## src/rtl/wb4_fifo_drain_master.sv

```systemverilog
// Wishbone B4 pipelined read master that drains a FIFO slave port into a
// first-word-fall-through skid buffer presented as a valid/ready stream.
module wb4_fifo_drain_master #(
  parameter int unsigned P_DATA_MSB    = 7,
  parameter int unsigned P_BUF_DEPTH   = 4,
  parameter int unsigned P_STALL_LIMIT = 8
) (
  input  logic                i_clk,
  input  logic                i_rst,
  input  logic                i_enable,
  output logic                o_wb4_out_mcyc,
  output logic                o_wb4_out_mstb,
  input  logic                i_wb4_out_mack,
  input  logic [P_DATA_MSB:0] i_wb4_out_mdata,
  input  logic                i_wb4_out_mstall,
  output logic                o_stream_valid,
  input  logic                i_stream_ready,
  output logic [P_DATA_MSB:0] o_stream_data,
  output logic                o_err_spurious
);

  localparam int unsigned DW   = P_DATA_MSB + 1;
  localparam int unsigned CW   = $clog2(P_BUF_DEPTH) + 1;
  localparam int unsigned PW   = $clog2(P_BUF_DEPTH);
  localparam int unsigned SUMW = CW + 1;
  localparam int unsigned SW   = $clog2(P_STALL_LIMIT + 1);

  typedef enum logic [1:0] {
    S_IDLE   = 2'd0,
    S_ACTIVE = 2'd1,
    S_WAIT   = 2'd2
  } state_e;

  state_e        state_q, state_d;
  logic          cyc_q, cyc_d;
  logic          stb_q, stb_d;
  logic          valid_q, valid_d;
  logic          err_q, err_d;
  logic [CW-1:0] outst_q, outst_d;
  logic [CW-1:0] occ_q, occ_d;
  logic [PW-1:0] wr_ptr_q, wr_ptr_d;
  logic [PW-1:0] rd_ptr_q, rd_ptr_d;
  logic [SW-1:0] stall_q, stall_d;
  logic [DW-1:0] mem_q [P_BUF_DEPTH];

  logic          accept;
  logic          ack_any;
  logic          ack_ok;
  logic          spur;
  logic          pop;
  logic          credit_ok;
  logic [SW-1:0] stall_cnt;

  // Bus/stream events and netted counter updates for this cycle.
  always_comb begin
    accept    = stb_q & ~i_wb4_out_mstall;
    ack_any   = cyc_q & i_wb4_out_mack;
    ack_ok    = ack_any & (outst_q != '0);
    spur      = ack_any & (outst_q == '0);
    pop       = valid_q & i_stream_ready;
    outst_d   = outst_q + CW'(accept) - CW'(ack_ok);
    occ_d     = occ_q + CW'(ack_ok) - CW'(pop);
    wr_ptr_d  = ack_ok ? wr_ptr_q + PW'(1) : wr_ptr_q;
    rd_ptr_d  = pop ? rd_ptr_q + PW'(1) : rd_ptr_q;
    credit_ok = (SUMW'(occ_d) + SUMW'(outst_d)) < SUMW'(P_BUF_DEPTH);
    err_d     = err_q | spur;
    valid_d   = (occ_d != '0);
  end

  // Consecutive stalled-strobe count; an accepted strobe restarts it.
  always_comb begin
    stall_cnt = stall_q;
    if (accept) begin
      stall_cnt = '0;
    end else if (stb_q && i_wb4_out_mstall) begin
      stall_cnt = stall_q + SW'(1);
    end
  end

  always_comb begin
    state_d = state_q;
    case (state_q)
      S_IDLE: begin
        if (i_enable && credit_ok) state_d = S_ACTIVE;
      end
      S_ACTIVE: begin
        if (!i_enable || (stall_cnt >= SW'(P_STALL_LIMIT))) state_d = S_WAIT;
      end
      S_WAIT: begin
        if (outst_d == '0) state_d = S_IDLE;
      end
      default: state_d = S_IDLE;
    endcase
    stall_d = (state_d == S_ACTIVE) ? stall_cnt : '0;
    cyc_d   = (state_d != S_IDLE);
    stb_d   = (state_d == S_ACTIVE) && credit_ok;
  end

  always_ff @(posedge i_clk) begin
    if (i_rst) begin
      state_q  <= S_IDLE;
      cyc_q    <= 1'b0;
      stb_q    <= 1'b0;
      valid_q  <= 1'b0;
      err_q    <= 1'b0;
      outst_q  <= '0;
      occ_q    <= '0;
      wr_ptr_q <= '0;
      rd_ptr_q <= '0;
      stall_q  <= '0;
    end else begin
      state_q  <= state_d;
      cyc_q    <= cyc_d;
      stb_q    <= stb_d;
      valid_q  <= valid_d;
      err_q    <= err_d;
      outst_q  <= outst_d;
      occ_q    <= occ_d;
      wr_ptr_q <= wr_ptr_d;
      rd_ptr_q <= rd_ptr_d;
      stall_q  <= stall_d;
    end
  end

  // Buffer storage is cleared so the head word reads zero out of reset.
  always_ff @(posedge i_clk) begin
    if (i_rst) begin
      for (int unsigned i = 0; i < P_BUF_DEPTH; i++) begin
        mem_q[i] <= '0;
      end
    end else if (ack_ok) begin
      mem_q[wr_ptr_q] <= i_wb4_out_mdata;
    end
  end

  assign o_wb4_out_mcyc = cyc_q;
  assign o_wb4_out_mstb = stb_q;
  assign o_stream_valid = valid_q;
  assign o_stream_data  = mem_q[rd_ptr_q];
  assign o_err_spurious = err_q;

endmodule

```

## config.mk

```make
export PLATFORM = sky130hd
export DESIGN_NAME = wb4_fifo_drain_master
export DESIGN_NICKNAME = d
export VERILOG_FILES = /design/src/rtl/wb4_fifo_drain_master.sv
export SDC_FILE = /design/constraint.sdc
export NUM_CORES = 1
export LEC_CHECK = 0
export ABC_CLOCK_PERIOD_IN_PS = 7980
export CAP_MARGIN = 10
export CORE_MARGIN = 5
export CORE_UTILIZATION = 59
export CTS_CLUSTER_DIAMETER = 100
export DETAILED_ROUTE_END_ITERATION = 8
export GPL_ROUTABILITY_DRIVEN = 0
export GPL_TIMING_DRIVEN = 0
export PLACE_DENSITY = 0.83
export SLEW_MARGIN = 20
export SYNTH_ARGS = -nofsm -noshare
export SYNTH_HDL_FRONTEND = slang
export SYNTH_SLANG_ARGS = --single-unit
```

## constraint.sdc

```tcl
create_clock -name i_clk -period 7.98 [get_ports i_clk]
set_input_delay 2.394 -clock i_clk [delete_from_list [all_inputs] [get_ports i_clk]]
set_output_delay 2.394 -clock i_clk [all_outputs]
set_load 0.05 [all_outputs]
```

==> metrics.yaml <==
cts_setup_buffers: 0
cts_max_path_buffers: 2
track_usage: 0.1793
endpoint: "stall_q[1]"
antennaDiodeCount: 0
rsz0062_at_grt: "no"
vias: 1460
rows: 23
max_slew_margin: 0.4019
drt_pass1_iterations: 4
core_area_sq_um: 3943
finalHoldViolCount: 0
grt_max_degree: 17
num_io_pins: 26
finalSetupViolCount: 0
io_buffers: 25
synth_cell_types: 33
syn_avg_cell_area_sq_um: 12.42
fin_area_sq_um: 2770
syn2layout_area_growth_pct: 16.77
finalSetupTns_ns: 0
clock-sinks: 54
wl_per_cell_microns: 15.07
synth_top_area_cell: "edfxtp_1"
synth_edf_count: 32
antenna_found_initial: 0
ys_ff_latch: 54
worst_slew_pin_slew_ns: 0.8953
grt_pass1_vias: 1581
syn_inst: 191
via_per_inst: 5.328
final_net_count: 244
cts.repair.resized: 0
max_freq_ghz: 0.1823
totalWireLength_mm: 4.130
holdCritPathClass: "flop to flop"
r2r_cells: 13
endpoint_kind: "flop"
overflow: 0
rrSetupSlack_ns: 4.43
synthFlopType: "edfxtp_1"
ant_nets: 0
asyncSetResetFlopFracSynth: 0
finalWorstPathRequiredPeriod_ns: 5.487
post_dp_cell_area_sq_um: 2685
die_width_microns: 73.41
crit_start: "i_wb4_out_mack"
critical_path_class: "input pin to flop"
status: "completed"
drv_slew: 0
worstPathArrival_ns: 5.72
cts_tree: "yes"
cp_max_fo: 10
fin_crit_sh: 0.6876
crit_required_ns: 8.21
synth.area.top_cells: "edfxtp_1 (41%), dfxtp_1 (19%), mux4_2 (7.6%), nor2_1 (4.9%), ha_1 (2.6%)"
post-route-util: 0.7026
dr.first_iter.drc_count: 90
yosys_warnings: 0
crit-reg2reg-launch: "outst_q[1]"
grt_first_pass_wirelength_mm: 7.210
nFillCells: 302
h-tree-depth: 2
drcViolationCount: 0
p_leak_nw: 1.045
synth.top_cell.area_share: 0.4051
r2r_end: "stall_q[1]"
dp_hpwl_mm: 2.922
hold_buffers: 0
die_area_sq_um: 5389
fin_skew_ns: 0.008999
ir_drop_mv: 0.1694
numCtsBuffers: 5
path_clk_slew_ns: 0.09
synth_seq_area_share: 0.5907
cap_viol_max_count: 0
power_density_nw_per_um2: 255.2
start_util: 0.6017
synth_nets: 212
root_buffer: "clkbuf_8"
die_y_microns: 73.41
drive_above_1_share: 0.1027
cp-start-kind: "input pin"
insertion_delay_ns: 0.30
synth_area_sq_um: 2372
-- final cells by class --
cell class              count  area [sq um]  share of cell area
flip-flops and latches     54          1401              0.5059
multi-input cells         117         894.6              0.3229
repair buffers             25         250.2             0.09033
clock buffers               5         68.82             0.02484
well taps                  50         62.56             0.02258
inverters                  14         52.55             0.01897
plain buffers               6         23.77            0.008582
clock inverters             3         16.27            0.005872
-- kinds of logic after synthesis --
group	count (synthesis)	synth area share
adder cells (fa/ha/maj)	7	0.04325
flip-flops	54	0.5907
XOR/XNOR	10	0.03692
AO/OA/AOI/OAI	13	0.05538
multiplexers	10	0.08491
AND/OR/NAND/NOR	77	0.1566
buffers and inverters	20	0.03217
-- cells in the mapped netlist, drive strengths merged (3+ instances only) --
| cell type | instances |
|---|---|
| mux4 | 8 |
| nand3 | 5 |
| nor3 | 3 |
| dfxtp | 22 |
| inv | 14 |
| edfxtp | 32 |
| a21oi | 3 |
| and2 | 8 |
| xnor2 | 5 |
| ha | 5 |
| nor2b | 7 |
| nor2 | 31 |
| nand2b | 4 |
| buf | 4 |
| xor2 | 5 |
| nor3b | 3 |
| nand2 | 13 |
-- cell usage in the layout (no fill, tap or decap), types with 7 or more instances in the layout --
master / n
inv_1: 14
nor2b_1: 7
and2_1: 8
nand2_1: 13
edfxtp_1: 32
dfxtp_1: 22
mux4_2: 8
clkdlybuf4s50_1: 25
nor2_1: 31
-- metrics by stage --
stage               hold slack [ns]  power [mW]  cells  worst slack (ns)
floorplan                    0.4634      0.5062    191             3.135
global placement             0.4653      0.5645    266             2.326
detailed placement           0.4899      0.5694    266             2.223
CTS                          0.5190      0.7119    274             2.503
global route                 0.5746      0.7486    274             2.174
finish                       0.5007      0.7068    274             2.493
-- where the power goes --
group | internal, mW | switching (mW)
combinational | 0.0912 | 0.130
clock | 0.0603 | 0.0846
sequential | 0.322 | 0.0192
total | 0.473 | 0.234
-- critical path, cell delays in order --
cell and delay (ns):
clkdlybuf4s50_1 0.52, o311ai_4 0.22, xor2_1 0.22, ha_1 0.22
fa_1 0.37, xnor2_1 0.15, xnor2_1 0.25, inv_1 0.08
ha_1 0.30, nor3_1 0.20, nand2_1 0.11, nor3b_1 0.30
a31oi_1 0.19, a21oi_1 0.21
-- sequential cells by signal, summed over array words and instances (netlist names), named ones only --
signal,cells
o_wb4_out_mstb,1
stall_q,4
occ_q,3
mem_q,32
o_err_spurious,1
o_wb4_out_mcyc,1
state_q,2
outst_q,3
o_stream_valid,1
wr_ptr_q,2
rd_ptr_q,2
-- worst min path at each step --
stage	slack, ns	endpoint	startpoint	depth (start not counted)
6_report	0.50	o_err_spurious	o_err_spurious	2
5_1_grt	0.57	stall_q[1]	stall_q[1]	2
4_1_cts	0.52	o_err_spurious	o_err_spurious	2
3_5_place_dp	0.49	o_err_spurious	o_err_spurious	2
3_3_place_gp	0.47	o_err_spurious	o_err_spurious	2
2_1_floorplan	0.46	stall_q[1]	stall_q[1]	2
-- metal layers --
layer / GRT usage / share of wire / up-vias
met5: 0 / 0 / -
met4: 0.07042 / 0.016 / 0
met3: 0.03283 / 0.044 / 8
met2: 0.3098 / 0.52 / 31
met1: 0.2223 / 0.42 / 695
li1: - / - / 726
No activity file was read; power rests on OpenSTA's default activity.
